$ cat src/rtl/video_timing_pkg.sv
// video_timing_pkg: shared 720p60 timing defaults, derived totals and raster FSM state types
package video_timing_pkg;
    localparam int DEF_H_ACTIVE = 1280;
    localparam int DEF_H_FP     = 110;
    localparam int DEF_H_SYNC   = 40;
    localparam int DEF_H_BP     = 220;
    localparam int DEF_V_ACTIVE = 720;
    localparam int DEF_V_FP     = 5;
    localparam int DEF_V_SYNC   = 5;
    localparam int DEF_V_BP     = 20;
    localparam int H_TOTAL = DEF_H_ACTIVE + DEF_H_FP + DEF_H_SYNC + DEF_H_BP;
    localparam int V_TOTAL = DEF_V_ACTIVE + DEF_V_FP + DEF_V_SYNC + DEF_V_BP;
    localparam int SYNC_PIPE_STAGES = 2;
    typedef enum logic [1:0] {H_ACT, H_FRONT, H_SYNCP, H_BACK} h_state_t;
    typedef enum logic [1:0] {V_ACT, V_FRONT, V_SYNCP, V_BACK} v_state_t;
endpackage

$ cat src/rtl/sync_delay_line.sv
// sync_delay_line: N-stage shift register for timing flags, cleared by synchronous reset
module sync_delay_line
    import video_timing_pkg::*;
#(
    parameter int WIDTH  = 4,
    parameter int STAGES = SYNC_PIPE_STAGES
) (
    input  logic             I_clk_pixel,
    input  logic             I_reset_n,
    input  logic [WIDTH-1:0] d,
    output logic [WIDTH-1:0] q
);
    logic [WIDTH-1:0] pipe [STAGES];
    always_ff @(posedge I_clk_pixel) begin
        if (!I_reset_n) begin
            for (int i = 0; i < STAGES; i++) pipe[i] <= '0;
        end else begin
            pipe[0] <= d;
            for (int i = 1; i < STAGES; i++) pipe[i] <= pipe[i-1];
        end
    end
    assign q = pipe[STAGES-1];
endmodule

$ cat src/rtl/video_timing_gen.sv
// video_timing_gen: raster counters with H/V sync FSMs; colour, DE and syncs
// all leave the block two clocks after the counter cycle they describe.
module video_timing_gen
    import video_timing_pkg::*;
#(
    parameter int VIDEO_X_BITWIDTH = 11,
    parameter int VIDEO_Y_BITWIDTH = 10,
    parameter int H_ACTIVE = DEF_H_ACTIVE,
    parameter int H_FP     = DEF_H_FP,
    parameter int H_SYNC   = DEF_H_SYNC,
    parameter int H_BP     = DEF_H_BP,
    parameter int V_ACTIVE = DEF_V_ACTIVE,
    parameter int V_FP     = DEF_V_FP,
    parameter int V_SYNC   = DEF_V_SYNC,
    parameter int V_BP     = DEF_V_BP,
    parameter bit HS_POL   = 1'b1,
    parameter bit VS_POL   = 1'b1
) (
    input  logic                        I_clk_pixel,
    input  logic                        I_reset_n,
    output logic [VIDEO_X_BITWIDTH-1:0] pixX,
    output logic [VIDEO_Y_BITWIDTH-1:0] pixY,
    output logic [VIDEO_X_BITWIDTH-1:0] screenWidth,
    output logic [VIDEO_Y_BITWIDTH-1:0] screenHeight,
    input  logic [23:0]                 I_rgb,
    output logic [23:0]                 O_rgb,
    output logic                        O_de,
    output logic                        O_hsync,
    output logic                        O_vsync,
    output logic                        O_frame_start
);
    localparam int h_total = H_ACTIVE + H_FP + H_SYNC + H_BP;
    localparam int v_total = V_ACTIVE + V_FP + V_SYNC + V_BP;
    localparam logic [VIDEO_X_BITWIDTH-1:0] h_active_x = VIDEO_X_BITWIDTH'(H_ACTIVE);
    localparam logic [VIDEO_X_BITWIDTH-1:0] h_act_end  = VIDEO_X_BITWIDTH'(H_ACTIVE - 1);
    localparam logic [VIDEO_X_BITWIDTH-1:0] h_fp_end   = VIDEO_X_BITWIDTH'(H_ACTIVE + H_FP - 1);
    localparam logic [VIDEO_X_BITWIDTH-1:0] h_sync_end = VIDEO_X_BITWIDTH'(H_ACTIVE + H_FP + H_SYNC - 1);
    localparam logic [VIDEO_X_BITWIDTH-1:0] h_last     = VIDEO_X_BITWIDTH'(h_total - 1);
    localparam logic [VIDEO_Y_BITWIDTH-1:0] v_active_y = VIDEO_Y_BITWIDTH'(V_ACTIVE);
    localparam logic [VIDEO_Y_BITWIDTH-1:0] v_act_end  = VIDEO_Y_BITWIDTH'(V_ACTIVE - 1);
    localparam logic [VIDEO_Y_BITWIDTH-1:0] v_fp_end   = VIDEO_Y_BITWIDTH'(V_ACTIVE + V_FP - 1);
    localparam logic [VIDEO_Y_BITWIDTH-1:0] v_sync_end = VIDEO_Y_BITWIDTH'(V_ACTIVE + V_FP + V_SYNC - 1);
    localparam logic [VIDEO_Y_BITWIDTH-1:0] v_last     = VIDEO_Y_BITWIDTH'(v_total - 1);

    generate
        if (h_total > 2**VIDEO_X_BITWIDTH) begin : g_x_overflow
            $error("video_timing_gen: H total does not fit in VIDEO_X_BITWIDTH");
        end
        if (v_total > 2**VIDEO_Y_BITWIDTH) begin : g_y_overflow
            $error("video_timing_gen: V total does not fit in VIDEO_Y_BITWIDTH");
        end
    endgenerate

    h_state_t   h_state;
    v_state_t   v_state;
    logic       h_end, v_end, active_d1;
    logic [3:0] flags, flags_d2;

    assign h_end = (pixX == h_last);
    assign v_end = (pixY == v_last);

    // Vertical FSM only moves on the last pixel of a line, so sync covers whole lines
    always_ff @(posedge I_clk_pixel) begin
        if (!I_reset_n) begin
            pixX    <= '0;
            pixY    <= '0;
            h_state <= H_ACT;
            v_state <= V_ACT;
        end else begin
            pixX <= h_end ? '0 : pixX + 1'b1;
            if (h_end) pixY <= v_end ? '0 : pixY + 1'b1;
            case (h_state)
                H_ACT:   if (pixX == h_act_end)  h_state <= H_FRONT;
                H_FRONT: if (pixX == h_fp_end)   h_state <= H_SYNCP;
                H_SYNCP: if (pixX == h_sync_end) h_state <= H_BACK;
                default: if (h_end)              h_state <= H_ACT;
            endcase
            if (h_end)
                case (v_state)
                    V_ACT:   if (pixY == v_act_end)  v_state <= V_FRONT;
                    V_FRONT: if (pixY == v_fp_end)   v_state <= V_SYNCP;
                    V_SYNCP: if (pixY == v_sync_end) v_state <= V_BACK;
                    default: if (v_end)              v_state <= V_ACT;
                endcase
        end
    end

    assign flags = {(pixX < h_active_x) && (pixY < v_active_y), h_state == H_SYNCP,
                    v_state == V_SYNCP, (pixX == '0) && (pixY == '0)};

    sync_delay_line #(.WIDTH(4), .STAGES(SYNC_PIPE_STAGES)) u_sync_dly (
        .I_clk_pixel (I_clk_pixel),
        .I_reset_n   (I_reset_n),
        .d           (flags),
        .q           (flags_d2)
    );

    // Colour arrives one clock after the counters, so gate it with the once-delayed active flag
    always_ff @(posedge I_clk_pixel) begin
        active_d1 <= I_reset_n && flags[3];
        O_rgb     <= (I_reset_n && active_d1) ? I_rgb : 24'd0;
    end

    assign O_de          = flags_d2[3];
    assign O_hsync       = flags_d2[2] ^ (HS_POL == 1'b0);
    assign O_vsync       = flags_d2[1] ^ (VS_POL == 1'b0);
    assign O_frame_start = flags_d2[0];
    assign screenWidth   = h_active_x;
    assign screenHeight  = v_active_y;
endmodule

$ cat config.mk
export PLATFORM = sky130hd
export DESIGN_NAME = video_timing_gen
export DESIGN_NICKNAME = d
export VERILOG_FILES = /design/src/rtl/video_timing_pkg.sv /design/src/rtl/sync_delay_line.sv /design/src/rtl/video_timing_gen.sv
export SDC_FILE = /design/constraint.sdc
export NUM_CORES = 1
export LEC_CHECK = 0
export CORE_AREA = 5 5 86 88
export DETAILED_ROUTE_END_ITERATION = 16
export DIE_AREA = 0 0 91 93
export GPL_TIMING_DRIVEN = 0
export MAX_ROUTING_LAYER = met4
export PLACE_DENSITY_LB_ADDON = 0.08
export SYNTH_ARGS = -nofsm -noshare
export SYNTH_HDL_FRONTEND = slang
export SYNTH_SLANG_ARGS = --single-unit
export TNS_END_PERCENT = 1
$ cat constraint.sdc
create_clock -name I_clk_pixel -period 1.79 [get_ports I_clk_pixel]
set_clock_uncertainty 0.15 [all_clocks]
set_input_delay 0.179 -clock I_clk_pixel [delete_from_list [all_inputs] [get_ports I_clk_pixel]]
set_output_delay 0.179 -clock I_clk_pixel [all_outputs]
set_load 0.03 [all_outputs]
# After elaboration in Yosys (flattened, before gate mapping)
# Memory sizes are Yosys's and may differ from the RTL's.
# Index checks and enable logic that the tools add are counted.
# classes
addsub	2
magnitude_cmp	2
n_eq_ne	18
muxes	15
bitwise	3
reduce_logical	13
# ops
operator	count
equality test 11 bit (second input constant)	4
equality test 10 bit (second input constant)	4
2-to-1 mux 2 bit	8
inequality test 2 bit (second input constant)	6
case mux 2 bit (3 select lines)	2
adder 11 x 1 -> 11 bit (second input constant)	1
zero test 11 bit	1
less-than comparator 11 bit (second input constant)	1
adder 10 x 1 -> 10 bit (second input constant)	1
zero test 10 bit	1
less-than comparator 10 bit (second input constant)	1
2-to-1 mux 10 bit	1
2-to-1 mux 4 bit	2
nonzero test 4 bit	2
AND reduction 5 bit	1
equality test 2 x 1 -> 1 bit (second input constant)	2
equality test 2 bit (second input constant)	2
logical AND 1 bit	4
zero test 2 bit	2
AND reduction 4 bit	1
2-to-1 mux 1 bit	2
bitwise OR 1 bit	2
OR reduction 2 bit	1
NOT 1 bit	1
# word_totals
reg_bits	50
ram_bits	8
inputBits	26
output_inout_bits	70
wordCells	60
n_memories	1
# mem_list
name	depth	width	read_ports	rd_ports_with_merged_regs	wr	line_no	rtl
u_sync_dly.pipe	2	4	2	0	2	sync_delay_line.sv:13	logic [WIDTH-1:0] pipe [STAGES];

# Longest topological paths before layout
# depth
word_depth	3
ltp_mapped	7
depth_no_buf	7

# Cells and area by module
# A second synthesis with hierarchy kept.
# unflattened
hier_cells	277
area_unflattened_um2	2603.7
# by_module_without_submodules
mod	n_inst	cells_each	area_per_inst_um2	seq_area_each_um2
video_timing_gen	1	257	2363.5	1001.0
sync_delay_line	1	20	240.2	160.2

# Least setup slack after synthesis
# No wires, ideal clock.
# synth_path
kind	register -> register
start	register pixX[0]
end	register h_state[0]
setup_ns	0.070
arrival_ns	1.914
path_slack_ns	-0.344
stages_incl_launch_ff	7
path_buffers	0
cell_sequence	dfxtp_1 -> ha_1 -> nand3_1 -> o41ai_2 -> o2111ai_1 -> or3_1 -> a21boi_1
# synth_between
elab_chain_len	3
elab_cells_between_ends	9
classes_between	eq/ne: 7; reduce/logical: 2
# synth_rtl
element	line_no	rtl
start, declared	video_timing_gen.sv:21	output logic [VIDEO_X_BITWIDTH-1:0] pixX,
start signal, assigned	video_timing_gen.sv:70	pixX <= h_end ? '0 : pixX + 1'b1;
equality test 11 bit (on tied branches)	-	
inequality test 2 bit (no source line) or nonzero test 4 bit (tied branches)	-	
AND reduction 4 bit (no source line) (*)	-	
end signal, assigned	video_timing_gen.sv:74	H_FRONT: if (pixX == h_fp_end) h_state <= H_SYNCP;
end signal, assigned	video_timing_gen.sv:75	H_SYNCP: if (pixX == h_sync_end) h_state <= H_BACK;
end signal, assigned	video_timing_gen.sv:76	default: if (h_end) h_state <= H_ACT;
end, declared	video_timing_gen.sv:54	h_state_t h_state;
# Mark *: on every way between the ends. The rest lies on a longest branch, timed or not.
# A chain may end at the register's enable or synchronous reset.

# Worst setup path in the final report
# layout_path
start	register pixX[9]
end	register h_state[0]
# The elaborated chain is that of the path after synthesis.

==> summary.txt <==
Placed design
  – Pre-CTS WS: -0.479 ns
  – Input/output buffers: 73
  – Hpwl dp: around 4500 um
  – GPL Wtd Cong: slightly above 0.8

Cells and area
  – Layout cells sized above 1: 18.5%
  – Diode count: 0
  – Final core utilization: around three fifths
  – Final nets: around 420
  – Area Overhead vs Synth: 50.7%

STA
  – RSZ-0062 raised after global routing: yes
  – Fin. max-slew vios: 0
  – Final Setup Violations: 12
  – Tmin final: ~2.0 ns
  – Final hold viol count: 0
  – Setup_tns: -0.703 ns
  – Highest clock rate: between 0.5 and 0.6 GHz
  – Setup ws final: -0.166 ns
  – Final Cycle Share: 109%

Logic synthesis
  – Post-synth EDFFs: 0
  – Synthesized flop and latch total: between 50 and 60
  – Mapped Area: 0.00255 mm2
  – Syn_area_per_cell: ~9.5 um2
  – Leading area contributor after synthesis: dfxtp_1
  – Post-Syn Instances: between 200 and 300
  – Post-synthesis async set-or-reset flop share: 0%
  – Register area share after synthesis: a little under half
  – Area fraction of the dominant cell type after synthesis: approximately 45%
  – Yosys Warn Count: 0
  – Ys flop type: dfxtp_1
  – Synth area leaders: dfxtp_1 45%, and3_1 7.3%, ha_1 6.9%, buf_4 6.2%, nor2_1 3.5%
  – Number of distinct library cells after synthesis: 38
  – Commonest cells in the netlist: 58 x dfxtp_1, 30 x and3_1, 24 x nor2_1
  – Most numerous cell in the Yosys netlist: dfxtp_1

Route
  – Initial DRT Pass Iterations: 4
  – DRT iter0 DRCs: 75
  – # DRC: 0
  – Vias per cell: 4.67
  – WL/cell: 13.4 um
  – Detailed-route wire length: a little over 6000 um
  – Antenna viol nets, final: 0
  – Vias: ~2200

Min path
  – Hold path start: I_reset_n
  – WHS Path Cells: 3
  – Hold endpoint: u_sync_dly.pipe[0][0]$_SDFF_PN0_
  – Hold Crit Class: input pin to register

Clock network
  – Total CTS buffers: 9
  – CTS tree: built
  – Clk buf depth: 2
  – H-tree Lvls: 3
  – Worst-path clk slew: roughly 0.060 ns
  – # clock sinks: between 50 and 60
  – Clk_lat worst skew: 0.33 ns
  – Root buf cell: clkbuf_8
  – Hold bufs inserted after CTS: 0

Setup path
  – Worst-path maximum fanout: 9
  – Worst R2R Start: pixX[9]$_SDFF_PP0_
  – Reg2reg path depth: 5
  – WP data arrival: between 2 and 2.5 ns
  – Worst Path Required: roughly 1.9 ns
  – R2r setup slk: -0.17 ns
  – Kind of critical path: register to register
  – Crit. End Element: register
  – Reg-to-reg endpoint: h_state[0]$_SDFFE_PN0P_
  – Critical Path Source Type: register

Outcome
  – Failing checks: setup timing
  – Status: finished with violations

Floorplan
  – Die width: around 91 um
  – Row cnt: 30
  – Core area: about 0.0066 mm2
  – Die Area: 0.00846 mm2
  – Initial cell density of the core: 38.9%
  – # IOs: between 90 and 100
  – Chip height: about 93 um

Global route
  – Global-route wire length before repair: a little over 10000 um
  – Grt total ovfl: 0
  – Initial antenna violation count: 0
  – GRT Resource Usage Total: 15.3%
  – Largest net degree at the start of global routing: 11
  – Vias in the first global route: between 2000 and 2500

Job
  – Max Cap Viol: 0

Power
  – PD cells: slightly below 800 mW/mm2
  – Worst vdd ir: around 0.50 mV
  – Pleak: ~1.7 nW
worst max-delay path by stage:
stage	start	endpoint	slack, ns	cells after the start
6_report	pixX[9]$_SDFF_PP0_	h_state[0]$_SDFFE_PN0P_	-0.17	5
5_1_grt	pixY[1]$_SDFFE_PN0P_	v_state[1]$_SDFFE_PN0P_	-0.27	7
4_1_cts	pixX[1]$_SDFF_PP0_	h_state[0]$_SDFFE_PN0P_	-0.16	7
3_5_place_dp	pixX[1]$_SDFF_PP0_	v_state[1]$_SDFFE_PN0P_	-0.48	6
3_3_place_gp	pixX[1]$_SDFF_PP0_	v_state[1]$_SDFFE_PN0P_	-0.47	6
2_1_floorplan	pixX[8]$_SDFF_PP0_	h_state[0]$_SDFFE_PN0P_	-0.17	6
critical path, stage by stage, from the launching register on:
cell	delay (ns)
dfxtp_4	0.38
or3b_1	0.37
o41ai_2	0.33
o2111ai_2	0.19
or3_1	0.33
a21boi_1	0.14
placed cells by master (no fill, tap or decap), types with 3 or more instances in the layout:
cell type        count
o21ai_0              3
clkbuf_1            11
clkdlybuf4s50_1     61
inv_1               10
clkbuf_8            12
ha_1                13
nor3_1               3
xor2_1              10
nand4_1              9
dlymetal6s2s_1       3
nor4_1               3
nand2_1             15
mux2i_1              3
nand3_1              6
and3_1              30
buf_4               28
and2_1               6
conb_1              21
nor2_1              24
dfxtp_4              5
dfxtp_1             47
dlygate4sd2_1        9
xnor2_1              7
dfxtp_2              6
timing repair:
item / 4_1_cts / 5_1_grt
setup endpoints to repair: 33 / 26
setup buffers: 7 / 0
pin swaps: 6 / 0
gates resized for setup: 30 / 5
final cells by class:
cell class                 count  area (um2)
fill                         563        2720
multi-input combinational    186        1330
sequential                    58        1190
timing repair buffer          80         779
buffer                        32         211
clock buffer                  14         163
tap                           80         100
inverter                      11        41.3
clock inverter                 2        35.0
registers in the layout, summed over array words and instances (netlist names):
name             flops
O_rgb               24
active_d1            1
h_state              2
pixX                11
pixY                10
u_sync_dly.pipe      8
v_state              2
layer usage:
layer | track usage [%] | up-vias | share of wire (%)
met1 | 18.0 | 1003 | 44
met2 | 25.1 | 57 | 50
li1 | - | 1094 | -
met4 | 6.97 | 0 | 1.8
met3 | 3.14 | 9 | 4.7
met5 | - | - | 0
per-stage QoR:
stage / instances / total power [mW] / cell area [um2] / hold slack [ns]
2_1_floorplan: 289 / 1.66 / 2660 / 0.188
6_report: 463 / 3.01 / 3850 / 0.151
4_1_cts: 463 / 3.03 / 3830 / 0.131
5_1_grt: 463 / 3.12 / 3850 / 0.203
3_3_place_gp: 442 / 1.80 / 3490 / 0.268
3_5_place_dp: 442 / 1.80 / 3490 / 0.272
logic make-up (layout without fill, tap and decap cells):
group,count (synthesis),count (layout),synth area share [%]
mux,3,3,1.18
fa+ha+maj,14,14,6.86
xor+xnor,17,17,5.83
compound gates,14,14,4.61
flops,58,58,45.5
simple gates,117,117,26.0
other cells,2,21,0.294
buf+inv,45,139,9.80
where the power goes:
part	switching [mW]	leakage (nW)	internal (mW)	total (mW)
clock	0.491	0.101	0.719	1.21
sequential	0.0266	0.480	1.33	1.36
combinational	0.237	1.12	0.208	0.445
total	0.754	1.70	2.26	3.01
Note: power is estimated with default switching activity, not from simulation.
